--- config.mk ---
export PLATFORM = sky130hd
export DESIGN_NAME = token_receiver
export DESIGN_NICKNAME = d
export VERILOG_FILES = /design/src/rtl/token_receiver.sv
export SDC_FILE = /design/constraint.sdc
export NUM_CORES = 1
export LEC_CHECK = 0
export ABC_AREA = 1
export BUFFER_PORTS_ARGS = -buffer_cell sky130_fd_sc_hd__buf_2
export CORE_UTILIZATION = 55
export DETAILED_ROUTE_END_ITERATION = 10
export PLACE_DENSITY = 0.77
export SETUP_SLACK_MARGIN = 0.2
export SLEW_MARGIN = 10
export SYNTH_ARGS = -nofsm -noshare
export SYNTH_HDL_FRONTEND = slang
export SYNTH_SLANG_ARGS = --single-unit
--- constraint.sdc ---
create_clock -name clk -period 1.9 [get_ports clk]
set_input_delay 0 -clock clk [delete_from_list [all_inputs] [get_ports clk]]
set_output_delay 0 -clock clk [all_outputs]
set_load 0.05 [all_outputs]
--- src/rtl/token_receiver.sv ---
`default_nettype none
// +----------------------------------------------------------------------------+
// | Module      : token_receiver                                               |
// | Description : Receive stage behind the data generator. Accepts WIDTH-bit   |
// |               tokens over a four-phase req/ack channel, buffers them in a  |
// |               DEPTH-entry first-word-fall-through FIFO, and presents them  |
// |               on a valid/ready stream. The producer is held off by         |
// |               withholding ack while the FIFO is full.                      |
// | Options     : RX_STATS_EN - adds tok_count / stall_count statistics ports. |
// | Revision    : 1.0 - initial release                                        |
// +----------------------------------------------------------------------------+
// | Parameters                                                                 |
// |   WIDTH        token data width                                            |
// |   DEPTH        FIFO entries (power of two, >= 2)                           |
// | Ports                                                                      |
// |   clk          single clock, rising edge                                   |
// |   rst_n        synchronous active-low reset                                |
// |   in_req       producer request (four-phase)                               |
// |   in_data      token, stable while in_req is high                          |
// |   in_ack       acknowledge to producer (registered)                        |
// |   out_valid    FIFO head valid                                             |
// |   out_data     FIFO head (fall-through)                                    |
// |   out_ready    consumer accepts head                                       |
// |   fifo_count   current occupancy                                           |
// |   tok_count    tokens accepted, wraps          (RX_STATS_EN only)          |
// |   stall_count  back-pressure cycles, saturates (RX_STATS_EN only)          |
// +----------------------------------------------------------------------------+
module token_receiver #(
   parameter int WIDTH = 8,
   parameter int DEPTH = 4
) (
   input  logic                     clk,
   input  logic                     rst_n,
   input  logic                     in_req,
   input  logic [WIDTH-1:0]         in_data,
   output logic                     in_ack,
   output logic                     out_valid,
   output logic [WIDTH-1:0]         out_data,
   input  logic                     out_ready,
   output logic [$clog2(DEPTH):0]   fifo_count
`ifdef RX_STATS_EN
   ,
   output logic [31:0]              tok_count,
   output logic [31:0]              stall_count
`endif
);

   localparam int AW = $clog2(DEPTH);
   localparam int CW = AW + 1;
   localparam logic [CW-1:0] FULL_COUNT = CW'(DEPTH);

   // ---------------------------------------------------------------------
   // Receive handshake FSM
   // ---------------------------------------------------------------------
   typedef enum logic [0:0] {
      ST_IDLE = 1'b0,
      ST_ACK  = 1'b1
   } state_t;

   state_t          state;
   state_t          state_next;
   logic            push;
   logic            pop;
   logic            full;

   logic [AW-1:0]   wr_ptr;
   logic [AW-1:0]   rd_ptr;
   logic [CW-1:0]   count;
   logic [WIDTH-1:0] mem [DEPTH];

   // Full is judged on the occupancy before the edge, so a pop in the same
   // cycle never frees room for a push; that push lands one cycle later.
   assign full = (count == FULL_COUNT);

   always_comb begin
      state_next = state;
      push       = 1'b0;
      case (state)
         ST_IDLE: begin
            // A write happens only on the IDLE->ACK step, which guarantees
            // exactly one FIFO entry per four-phase handshake.
            if (in_req && !full) begin
               push       = 1'b1;
               state_next = ST_ACK;
            end
         end
         ST_ACK: begin
            if (!in_req) begin
               state_next = ST_IDLE;
            end
         end
         default: begin
            state_next = ST_IDLE;
         end
      endcase
   end

   always_ff @(posedge clk) begin
      if (!rst_n) begin
         state <= ST_IDLE;
      end else begin
         state <= state_next;
      end
   end

   // ACK is encoded as the single state bit, so in_ack comes straight from
   // the state flop and is glitch-free toward the producer.
   assign in_ack = (state == ST_ACK);

   // ---------------------------------------------------------------------
   // FIFO
   // ---------------------------------------------------------------------
   assign out_valid  = (count != '0);
   assign pop        = out_valid && out_ready;
   assign out_data   = mem[rd_ptr];
   assign fifo_count = count;

   // Storage is intentionally not reset; validity is tracked by count.
   always_ff @(posedge clk) begin
      if (rst_n && push) begin
         mem[wr_ptr] <= in_data;
      end
   end

   // Pointers are exactly AW bits, so they wrap modulo DEPTH on their own.
   always_ff @(posedge clk) begin
      if (!rst_n) begin
         wr_ptr <= '0;
         rd_ptr <= '0;
         count  <= '0;
      end else begin
         if (push) begin
            wr_ptr <= wr_ptr + AW'(1);
         end
         if (pop) begin
            rd_ptr <= rd_ptr + AW'(1);
         end
         case ({push, pop})
            2'b10:   count <= count + CW'(1);
            2'b01:   count <= count - CW'(1);
            default: count <= count;
         endcase
      end
   end

   // ---------------------------------------------------------------------
   // Optional statistics
   // ---------------------------------------------------------------------
`ifdef RX_STATS_EN
   logic stall_cycle;

   // A stall is a cycle where the producer is asking but is refused only
   // because the FIFO has no room.
   assign stall_cycle = (state == ST_IDLE) && in_req && full;

   always_ff @(posedge clk) begin
      if (!rst_n) begin
         tok_count   <= '0;
         stall_count <= '0;
      end else begin
         if (push) begin
            tok_count <= tok_count + 32'd1;
         end
         if (stall_cycle && (stall_count != 32'hFFFF_FFFF)) begin
            stall_count <= stall_count + 32'd1;
         end
      end
   end
`else
   // Statistics disabled: no counters are built.
`endif

endmodule
`default_nettype wire

==> qor.yml, run 1 <==
setup_path:
  cp_max_fo: 4
  path_depth: 12
  rrSetupSlack_ps: 250
  cp_slowest_cell: "dfxtp_4"
  reg2reg_from: "fifo_count[1]"
  cpMostUsedCell: "nand2_1"
  cp_top_family: "simple AND/OR/NAND/NOR gates"
  cp-start-kind: "flop"
  regToRegEndpoint: "fifo_count[2]"
  critPathLaunch: "fifo_count[1]"
  reg2reg_depth: 12
  crit_buf_inv: 2
  cp-end-kind: "flop"
  arrival_ps: 1910
  cpPeakStageDelay_ps: 380
  crit_chain: "nor2_4, nand2_4, nand2_4, ha_4, inv_2, fa_2, inv_1, nand2_1, nand3_2, nand2_1, nand2_1, nor2_1"
  worstPathRequired_ps: 2160
  crit_end: "fifo_count[2]"
  critPathKind: "reg2reg"
die:
  ioPinCount: 25
  dieArea_mm2: 0.003365
  initial_core_util: 0.6048
  die_x_um: 58.01
  core_mm2: 0.002853
  rows: 19
  dieHeight_um: 58.01
sta:
  finalCritPeriodShare: 0.8670
  finalSetupTns_ps: 0
  finalSetupViolCount: 0
  worst_hold_slack_ps: 395.0
  max_slew.worst_pin.slew_ps: 372.7
  min_period_ps: 1647
  slew_headroom: 0.7512
  finalHoldViolCount: 0
  grt_setup_unrepaired: "yes"
  drv_slew: 0
  fin_worst_skew_ps: 11.24
  fmax_mhz: 607.1
clock_network:
  cts_made_buffers: 5
  cts_root_buf: "clkbuf_4"
  tritoncts: "done"
  clkTransAtPathRegs_ps: 120
  cts_max_level: 2
  cts.sinks: 42
  insertion_delay_ps: 350
  cts_buffer_depth: 2
status:
  violations: "design-rule violations"
  status: "finished, violations left"
finish:
  layout.cells.non_filler: 231
  layout_common_cells: "edfxtp_1 (32), nor2_1 (24), buf_2 (24)"
  layout_commonest_cell: "edfxtp_1"
  num_antenna_cells: 0
  layout.nets: 217
  register_area_mm2: 0.001175
  fillers: 208
  final_layout_size_suffix_gt1_frac: 0.3100
  area_growth_pct: 25.24
  multi_input_area_um2: 511.7
global_routing:
  grt_max_degree: 17
  grt_pass1_wl_um: 5575
  grt_antenna_before_repair: 0
  grt_overflow: 0
  track_usage: 0.2305
  grt_pass1_vias: 1239
power:
  power_frac_seq: 0.422
  p_sw_uw: 1223
  cellLeakagePower_uw: 0.0008658
  pwr-share-clk: 0.162
  p_int_uw: 1602
  ir_drop_uv: 1419
  switching_share: 0.4328
  comb_power_share: 0.416
  power_uw: 2825
  power.density_mw_per_mm2: 1307
placement:
  gp_congestion: 0.7900
  placed_cells: 210
  dp_hpwl_um: 2326
  numPortBuffers: 24
detailed_routing:
  dr.pass1.iters: 7
  wl_um: 3488
  drtIter0Drc: 28
  ant_nets: 0
  drc: 3
  num_vias: 1218
  wl_per_cell_um: 15.10
  drt-vias-per-instance: 5.273
synth:
  syn-cell-area_mm2: 0.001725
  syn_nets: 168
  yosysWarnings: 0
  ys_types: 18
  syn_inst: 150
  ys_seq_area_frac: 0.6730
  avgSynthCellArea_um2: 11.50
  synth-seq-cells: 42
flow_run:
  cap_violations: 0
worst_hold_path:
  hold_class: "in2reg"
  min_path_cells: 2
==> how the worst min path moves through the flow <==
stage                    start   endpoint  slack, ps
floorplan           in_data[0]  mem[0][0]        100
global placement    in_data[4]  mem[2][4]        210
detailed placement  in_data[4]  mem[2][4]        220
CTS                 in_data[4]  mem[2][4]        390
global route        in_data[0]  mem[1][0]        400
finish              in_data[0]  mem[1][0]        400
==> state kept, by name (all words and copies together) (netlist names), named ones only <==
signal and cells:
fifo_count 3, in_ack 1, mem 32, rd_ptr 2
wr_ptr 2
==> repair_timing <==
item                                    4_1_cts  5_1_grt
hold buffers                                 12        0
endpoints found under the hold margin        41        0
pin swaps                                     0        2
gates resized for setup                       1        7
endpoints found under the setup margin        1       14
setup buffers                                 0        1
==> Yosys cell counts, drive strengths merged <==
cell,instances,share of area
edfxtp,32,0.56
nor2,27,0.063
inv,20,0.044
o21ai,18,0.059
nand2,15,0.036
dfxtp,10,0.12
o22ai,8,0.029
nand3,6,0.017
a21oi,5,0.015
ha,5,0.036
buf,2,0.013
fa,1,0.012
o211ai,1,0.0044
==> kinds of logic (layout without fill, tap and decap cells) <==
family	count (synthesis)	in the layout	share of synthesized area
AOI/OAI and AO/OA	32	32	0.1066
adders and majority gates	6	6	0.04786
and+or+nand+nor	48	48	0.1160
DFF	42	42	0.6729
buffers and inverters	22	72	0.05656
==> worst register-to-register path: cells and delay by family, from the launching register on <==
| kind | cells | cell delay (ps) |
|---|---|---|
| buf+inv | 2 | 110 |
| flops | 1 | 380 |
| fa+ha+maj | 2 | 490 |
| simple gates | 8 | 590 |
==> per-stage QoR <==
| step | setup slack [ps] | util | cell area [um^2] |
|---|---|---|---|
| 2_1_floorplan | 180.2 | - | 1760 |
| 3_3_place_gp | 254.9 | 0.6833 | 1949 |
| 3_5_place_dp | 172.9 | 0.6833 | 1949 |
| 4_1_cts | 206.3 | 0.7474 | 2132 |
| 5_1_grt | 154.9 | 0.7575 | 2161 |
| 6_report | 252.7 | 0.7575 | 2161 |
==> per-layer routing <==
metal	global-route usage	wire length [um]
met2	0.4089	1816
met5	0	0
met4	0.1088	41
met3	0.04911	103
met1	0.2657	1527
==> power by group through the flow <==
stage	clock, uW	sequential, uW	combinational (uW)
finish	458	1190	1170
global placement	0	1190	1080
detailed placement	0	1210	1130
global route	488	1200	1270
floorplan	0	1280	798
CTS	459	1190	1150
==> cell type report <==
cell class                 instances  area share
clock inverter                     1    0.002316
clock buffer                       7     0.02548
multi-input combinational         86      0.2368
sequential                        42      0.5437
tap                               31     0.01795
timing repair buffer              44      0.1390
inverter                          20     0.03474
Power figures use the tool's default switching activity.
==> run 2: changes to the inputs <==
--- a/config.mk
+++ b/config.mk
@@ -15,3 +15,4 @@
 export SYNTH_ARGS = -nofsm -noshare
 export SYNTH_HDL_FRONTEND = slang
 export SYNTH_SLANG_ARGS = --single-unit
+export TNS_END_PERCENT = 10
==> constraint.sdc (replaced) <==
create_clock -name clk -period 1.7 [get_ports clk]
set_input_delay 0 -clock clk [delete_from_list [all_inputs] [get_ports clk]]
set_output_delay 0 -clock clk [all_outputs]
set_load 0.05 [all_outputs]
==> qor.yml, run 2 (synthesized netlist as in run 1, its figures left out) <==
status:
  status: "finished, violations left"
  violations: "design-rule violations, negative hold slack, negative setup slack"
detailed_routing:
  wl_um: 3569  # +2.3%
  ant_nets: 0  # unchanged
  dr.pass1.iters: 7  # unchanged
  num_vias: 1297  # +6.5%
  drtIter0Drc: 84  # +200%
  drc: 3  # unchanged
  drt-vias-per-instance: 5.427  # +2.9%
  wl_per_cell_um: 14.93  # -1.1%
setup_path:
  cp-start-kind: "flop"
  crit_chain: "nor2_4, nand2_2, nand2_2, ha_4, inv_4, fa_2, inv_1, nand2_1, nand3_2, nand2_2, nand2_1, nor2_1"
  critPathKind: "reg2reg"
  worstPathRequired_ps: 1950  # -210 ps
  cpPeakStageDelay_ps: 370  # about the same
  cp-end-kind: "flop"
  crit_buf_inv: 2  # unchanged
  arrival_ps: 1960  # +50 ps
  cp_max_fo: 2  # -2
  cp_top_family: "simple AND/OR/NAND/NOR gates"
  cpMostUsedCell: "nand2_2"
  cp_slowest_cell: "dfxtp_4"
die:
  dieArea_mm2: 0.003365  # unchanged
  ioPinCount: 25  # unchanged
  initial_core_util: 0.6048  # unchanged
  core_mm2: 0.002853  # unchanged
  dieHeight_um: 58.01  # unchanged
  die_x_um: 58.01  # unchanged
  rows: 19  # unchanged
finish:
  postLayoutCoreUtil: 0.7886  # +0.03114
  area_growth_pct: 30.38
  final_layout_size_suffix_gt1_frac: 0.3606  # +0.05058
  layout.nets: 225  # +3.7%
  final_area_mm2: 0.002250  # +4.1%
  largest_reg_flops: 32  # unchanged
  layout_common_cells: "edfxtp_1 (32), nor2_1 (24), buf_2 (19)"
  top_register: "mem"
  num_antenna_cells: 0  # unchanged
  layout_commonest_cell: "edfxtp_1"
placement:
  gp_congestion: 0.8791  # +11%
  post_dp_cell_area_mm2: 0.001959  # +0.51%
  dp_hpwl_um: 2319  # -0.30%
  numPortBuffers: 24  # unchanged
flow_run:
  cap_violations: 0  # unchanged
sta:
  finalCritPeriodShare: 1.006  # +0.1392
  grt_setup_unrepaired: "yes"
  slew_headroom: 0.8217  # +0.07047
  finalSetupViolCount: 1  # +1
  drv_slew: 0  # unchanged
  setup_slack_ps: -10.57  # -263.3 ps
  worst_hold_slack_ps: -65.83  # -460.8 ps
  fmax_mhz: 584.6  # -3.7%
  min_period_ps: 1711  # +63.32 ps
  finalHoldViolCount: 4  # +4
  fin_worst_skew_ps: 7.588  # -3.655 ps
  max_slew.worst_pin.slew_ps: 269.3  # -103.3 ps
global_routing:
  grt_antenna_before_repair: 0  # unchanged
  grt_pass1_wl_um: 5375  # -3.6%
  grt_pass1_vias: 1274  # +2.8%
  track_usage: 0.2232  # -0.007264
  grt_overflow: 0  # unchanged
  grt_max_degree: 17  # unchanged
clock_network:
  clkTransAtPathRegs_ps: 110  # about the same
  tritoncts: "done"
  hold_buffers: 11  # -1
  cts_made_buffers: 5  # unchanged
  insertion_delay_ps: 340  # about the same
  cts_buffer_depth: 2  # unchanged
  cts_root_buf: "clkbuf_4"
  cts.sinks: 42  # unchanged
  cts_max_level: 2  # unchanged
power:
  cellLeakagePower_uw: 0.0009169  # +5.9%
  ir_drop_uv: 1017  # -28%
  power.density_mw_per_mm2: 1507  # +15%
worst_hold_path:
  hold_class: "in2reg"
==> run 2: cell types whose count changed in the layout (fill, tap and decap cells not counted), moves of 3 or more <==
cell / delta
buf_4: +10
buf_2: -5
clkbuf_4: +3
nand2_2: +3
==> run 2: metrics by stage <==
stage                     instances  setup WS (ps)  TNS, ps  power, uW
after floorplan                 150         -19.76   -19.76       2327
after global placement          211          121.6        0       2563
after detailed placement        211          42.99        0       2618
after CTS                       233          106.4        0       3181
after global routing            239         -115.0   -115.0       3566
final                           239         -10.57   -10.57       3391
==> run 2: final cells by class <==
type / instances / area (um^2)
clock buffers: 7 / 55.05
clock inverters: 1 / 5.005
fillers: 176 / 603.1
inverters: 20 / 80.08
multi-input cells: 86 / 515.5
flip-flops and latches: 42 / 1179
well taps: 31 / 38.79
repair buffers: 52 / 376.6
==> run 2: worst reg2reg max path: stages, from the launching register on <==
cell and delay (ps):
dfxtp_4 370, nor2_4 150, nand2_2 80, nand2_2 90, ha_4 150, inv_4 30
fa_2 350, inv_1 90, nand2_1 90, nand3_2 90, nand2_2 40, nand2_1 50
nor2_1 40
==> run 2: what timing repair did <==
action | 4_1_cts | 5_1_grt
hold endpoints to repair | 40 | 4
pin swaps | 4 | 7
buffers inserted | 3 | 6
setup endpoints to repair | 10 | 44
gates resized for setup | 6 | 17
==> run 2: worst paths after layout <==
| kind | startpoint | end | cells after the start | slack (ps) |
|---|---|---|---|---|
| max reg2reg | fifo_count[0] | fifo_count[2] | 12 | -10 |
| min reg2reg | rd_ptr[1] | flop | 2 | 510 |
| max | fifo_count[0] | fifo_count[2] | 12 | -10 |
| min | rst_n | fifo_count[2] | 3 | -70 |
==> run 2: report_power, final <==
group,total (uW),switching [uW],internal (uW),leakage (uW)
combinational,1590,1050,539,0.000506
sequential,1310,84.7,1220,0.000375
clock,491,291,201,0.0000353
==> run 2: metal layers <==
| layer | vias up | global-route usage | part of all wire |
|---|---|---|---|
| met4 | 0 | 0.1293 | 0.024 |
| met2 | 42 | 0.3957 | 0.54 |
| met5 | - | 0 | 0 |
| li1 | 628 | - | - |
| met1 | 618 | 0.2442 | 0.38 |
| met3 | 9 | 0.05134 | 0.058 |
